`src/rtl/program_counter.sv`:
```
// ---------------------------------------------------------------------------
// program_counter
//
// RV32 instruction-fetch program counter. Holds the current fetch address,
// advances it by STEP bytes per cycle, accepts redirects from branch/jump/trap
// logic and can be frozen by a pipeline stall. A redirect takes priority over
// a stall.
//
// Optional feature (macro PC_MISALIGN_TRAP_EN):
//   defined     - a misaligned redirect (pc[1:0] != 0) loads TRAP_VECTOR
//   not defined - a misaligned redirect loads the word-aligned target
//   In both builds misaligned pulses high for one cycle after such a load.
//
// Ports:
//   clk        in   rising-edge clock
//   rst        in   asynchronous active-high reset
//   pc         in   [31:0] redirect target address
//   pc_load    in   redirect strobe, target loaded on the next clk edge
//   stall      in   hold the current address
//   next_pc    out  [31:0] registered current fetch address
//   pc_plus4   out  [31:0] combinational next_pc + STEP (link value)
//   pc_valid   out  registered, high once out of reset
//   misaligned out  registered one-cycle pulse after a misaligned redirect
// ---------------------------------------------------------------------------
module program_counter #(
  parameter logic [31:0] RESET_VECTOR = 32'h0000_0000,
  parameter logic [31:0] STEP         = 32'd4,
  parameter logic [31:0] TRAP_VECTOR  = 32'h0000_0100
) (
  input  logic        clk,
  input  logic        rst,
  input  logic [31:0] pc,
  input  logic        pc_load,
  input  logic        stall,
  output logic [31:0] next_pc,
  output logic [31:0] pc_plus4,
  output logic        pc_valid,
  output logic        misaligned
);

`ifdef PC_MISALIGN_TRAP_EN
  localparam bit TRAP_EN = 1'b1;
`else
  localparam bit TRAP_EN = 1'b0;
`endif

  logic [31:0] next_pc_reg;
  logic [31:0] next_pc_next;
  logic        pc_valid_reg;
  logic        misaligned_reg;
  logic        misaligned_next;
  logic        target_misaligned;
  logic [31:0] aligned_target;
  logic [31:0] redirect_target;

  // Low two address bits must be zero for a 32-bit instruction fetch.
  assign target_misaligned = |pc[1:0];

  // Clear the byte-offset bits of the redirect target.
  genvar gi;
  generate
    for (gi = 0; gi < 32; gi++) begin : g_align
      if (gi < 2) begin : g_low
        assign aligned_target[gi] = 1'b0;
      end else begin : g_high
        assign aligned_target[gi] = pc[gi];
      end
    end
  endgenerate

  // A misaligned target is either masked down or replaced by the trap vector.
  assign redirect_target = !target_misaligned ? pc :
                           (TRAP_EN ? TRAP_VECTOR : aligned_target);

  always_comb begin
    next_pc_next    = next_pc_reg;
    misaligned_next = 1'b0;
    if (pc_load) begin
      next_pc_next    = redirect_target;
      misaligned_next = target_misaligned;
    end else if (!stall) begin
      // 32-bit add wraps naturally modulo 2^32.
      next_pc_next = next_pc_reg + STEP;
    end
  end

  always_ff @(posedge clk or posedge rst) begin
    if (rst) begin
      next_pc_reg    <= RESET_VECTOR;
      pc_valid_reg   <= 1'b0;
      misaligned_reg <= 1'b0;
    end else begin
      next_pc_reg    <= next_pc_next;
      pc_valid_reg   <= 1'b1;
      misaligned_reg <= misaligned_next;
    end
  end

  assign next_pc    = next_pc_reg;
  assign pc_plus4   = next_pc_reg + STEP;
  assign pc_valid   = pc_valid_reg;
  assign misaligned = misaligned_reg;

endmodule

```
`config.mk`:
```
export PLATFORM = sky130hd
export DESIGN_NAME = program_counter
export DESIGN_NICKNAME = d
export VERILOG_FILES = /design/src/rtl/program_counter.sv
export SDC_FILE = /design/constraint.sdc
export NUM_CORES = 1
export LEC_CHECK = 0
export CORE_AREA = 2 2 70 89
export DETAILED_ROUTE_END_ITERATION = 12
export DIE_AREA = 0 0 72 91
export PLACE_DENSITY = 0.81
export REMOVE_ABC_BUFFERS = 1
export SETUP_SLACK_MARGIN = 0.4
export SYNTH_ARGS = -nofsm -noshare
export SYNTH_HDL_FRONTEND = slang
export SYNTH_SLANG_ARGS = --single-unit
```
`constraint.sdc`:
```
create_clock -name clk -period 4.85 [get_ports clk]
set_clock_uncertainty 0.15 [all_clocks]
set_input_delay 0.97 -clock clk [delete_from_list [all_inputs] [get_ports clk]]
set_output_delay 0.97 -clock clk [all_outputs]
set_load 0.02 [all_outputs]
```
==> impl_metrics.toml <==
[sta]
fmax_ghz = 0.2386
post-route-period-util_pct = 86.42
hold_viol = 0
rsz0062_at_grt = "no"
finalSetupTns_ns = 0
slew_headroom_pct = 39.81
final-setup-viol-count = 0
tightest_slew_ns = 0.8954
slew_viol_final = 0
period_needed_ns = 4.191

[synthesis]
synth_warnings = 0
synth.avg_cell_area_um2 = 8.319
yosysTopAreaCell = "dfrtp_1"
synth_async_sr_flop_share_pct = 100.0
yosys_register_bits = 34
synth-simple-area-share_pct = 31.20
syn_area_mm2 = 0.002462
syn_inst = 296
synth_top_family_by_area = "simple AND/OR/NAND/NOR gates"
synth-edff-count = 0
ys_seq_area_share_pct = 34.55
synth_area_leaders = "dfrtp_1 35%, xnor2_1 10%, nand4_1 5.1%"
yosysMostFrequentCell = "dfrtp_1"
synth_compound_area_share_pct = 11.59
synth_top_cell_area_share_pct = 34.55
synth_xor_area_share_pct = 14.58
muxShareOfSynthArea_pct = 0.8130
ys.flop_type = "dfrtp_1"
synthAdderAreaFrac_pct = 0.5081
ys_top_cells_by_count = "34 x dfrtp_1, 33 x nand2_1, 28 x xnor2_1"
ys_types = 50

[die]
die_x_um = 72
start_util_pct = 43.19
core_area_mm2 = 0.005702
dieArea_mm2 = 0.006552
io_pins = 102
die_h_um = 91
rows = 31

[critical_path]
cp-endpoint = "pc_plus4[28]"
r2r_end = "next_pc[27]"
r2r_slack_ns = 2.29
end_kind = "output port"
r2r_start = "next_pc[4]"
cp-start-kind = "register"
r2r_cells = 4
worstPathMaxFanout = 11
arrival_ns = 3.07
cp-startpoint = "next_pc[2]"
crit_required_ns = 3.73
crit_type = "reg -> out"

[cells_and_area]
insertedDiodeCount = 0
syn_to_final_growth_pct = 44.05
fin_nets = 418
drive_gt1_share_pct = 5.759
postLayoutCoreUtil_pct = 62.21
fillers = 519
register_area_um2 = 850.8
multiInputGateArea_mm2 = 0.001449
largest_reg_flops = 32

[power]
ir_worst_vdd_uv = 173.7
sequentialPowerShare_pct = 40.4
switching_share_pct = 34.92
comb_power_share_pct = 35.1
p_int_w = 0.0005834
total_power_w = 0.0008966
leakage_nw = 1.350
p_switching_w = 0.0003131
pwr_density_cell_mw_per_mm2 = 252.8
pwr-share-clk_pct = 24.5

[detailed_routing]
drcViolationCount = 0
antenna_left = 0
wl_per_cell_um = 15.20
initialDrtViolationCount = 188
routed_wl_um = 6809
drtPass1Iterations = 5
via_per_inst = 5.580
vias = 2500

[global_route]
grt_overflow = 0
grt_pass1_wl_um = 11180
grt_pass1_vias = 2394
antenna_found_initial = 0
grt_usage_pct = 21.28
grt_max_degree = 57

[run_status]
outcome = "completed"

[clock_tree]
cts-hold-fix-buffers = 0
clk_pin_slew_ns = 0.07
insertion_delay_ns = 0.29
root_buffer = "clkbuf_8"
clk_path_buf_depth = 2
cts.sinks = 34
post-cts-setup-buffers = 0
htreeDepth = 2
cts_tree = "done"
post_cts_resized = 0
cts_buffers = 5

[run]
cap_violations = 0

[hold_path]
hold_path.class = "reg -> reg"

[placement]
dp_hpwl_um = 4853
port_buffers = 101
gp_congestion = 0.8187
-- metrics by stage --
step	hold slack (ns)	instance area, um^2	instances	worst slack [ns]
after detailed placement	0.3652	3456	440	0.9085
after global routing	0.4189	3547	448	0.4450
after floorplan	0.5441	2337	269	1.325
after CTS	0.3880	3547	448	0.5882
after global placement	0.3589	3456	440	0.9774
final	0.3797	3547	448	0.6586
-- metal layers --
metal  vias up  global-route usage [%]  routed length, um
met5         -                       0                  0
met2        99                   36.27               3487
met4         0                   7.075                 68
met1      1182                   26.04               2767
li1       1211                       -                  -
met3         8                   4.994                485
-- power by group through the flow --
stage / clock network [W] / registers (W) / logic [W]
6_report: 0.000220 / 0.000362 / 0.000315
5_1_grt: 0.000238 / 0.000368 / 0.000338
4_1_cts: 0.000226 / 0.000361 / 0.000318
3_5_place_dp: 0 / 0.000367 / 0.000315
3_3_place_gp: 0 / 0.000365 / 0.000313
2_1_floorplan: 0 / 0.000387 / 0.000124
-- logic make-up (layout without fill, tap and decap cells) --
| family | after synthesis | count (layout) |
|---|---|---|
| adder cells (fa/ha/maj) | 1 | 1 |
| XOR/XNOR | 41 | 41 |
| flip-flops | 34 | 34 |
| other | 1 | 1 |
| buffers and inverters | 37 | 123 |
| multiplexers | 2 | 2 |
| AND/OR/NAND/NOR | 139 | 139 |
| AO/OA/AOI/OAI | 41 | 41 |
-- final cells by class --
type                       instances  area share, %
tap                               66          2.328
multi-input combinational        225          40.85
inverter                          10          1.058
timing repair buffer             105          29.21
clock buffer                       7          2.434
sequential                        34          23.99
clock inverter                     1         0.1411
-- worst max-delay path, stage by stage (launching register included) --
cell and delay [ns]:
dfrtp_1 0.42, ha_1 0.25, nand4_1 0.11, buf_4 0.20, nor4_2 0.80, nand4_1 0.20, xnor2_1 0.19, clkdlybuf4s50_1 0.62
-- worst min path at each step --
stage                      from     endpoint  slack [ns]  cells after the start
floorplan           next_pc[27]  next_pc[27]        0.54                      2
global placement     next_pc[0]   next_pc[0]        0.36                      1
detailed placement   next_pc[0]   next_pc[0]        0.37                      1
CTS                  next_pc[0]   next_pc[0]        0.39                      1
global route         next_pc[1]   next_pc[1]        0.42                      1
finish               next_pc[0]   next_pc[0]        0.38                      1
-- cells in the final DEF (no fill, tap or decap), types with 4 or more instances in the layout --
master,count
clkdlybuf4s50_1,100
buf_4,4
xnor2_1,28
nand3_1,14
dfrtp_1,34
xor2_1,13
nand2_1,33
nor3_1,13
nor2b_1,5
nand4_1,20
nor4_1,6
nor2_1,25
a31oi_1,6
clkbuf_8,6
o21ai_0,14
inv_1,9
(Power assumes the default switching activity.)
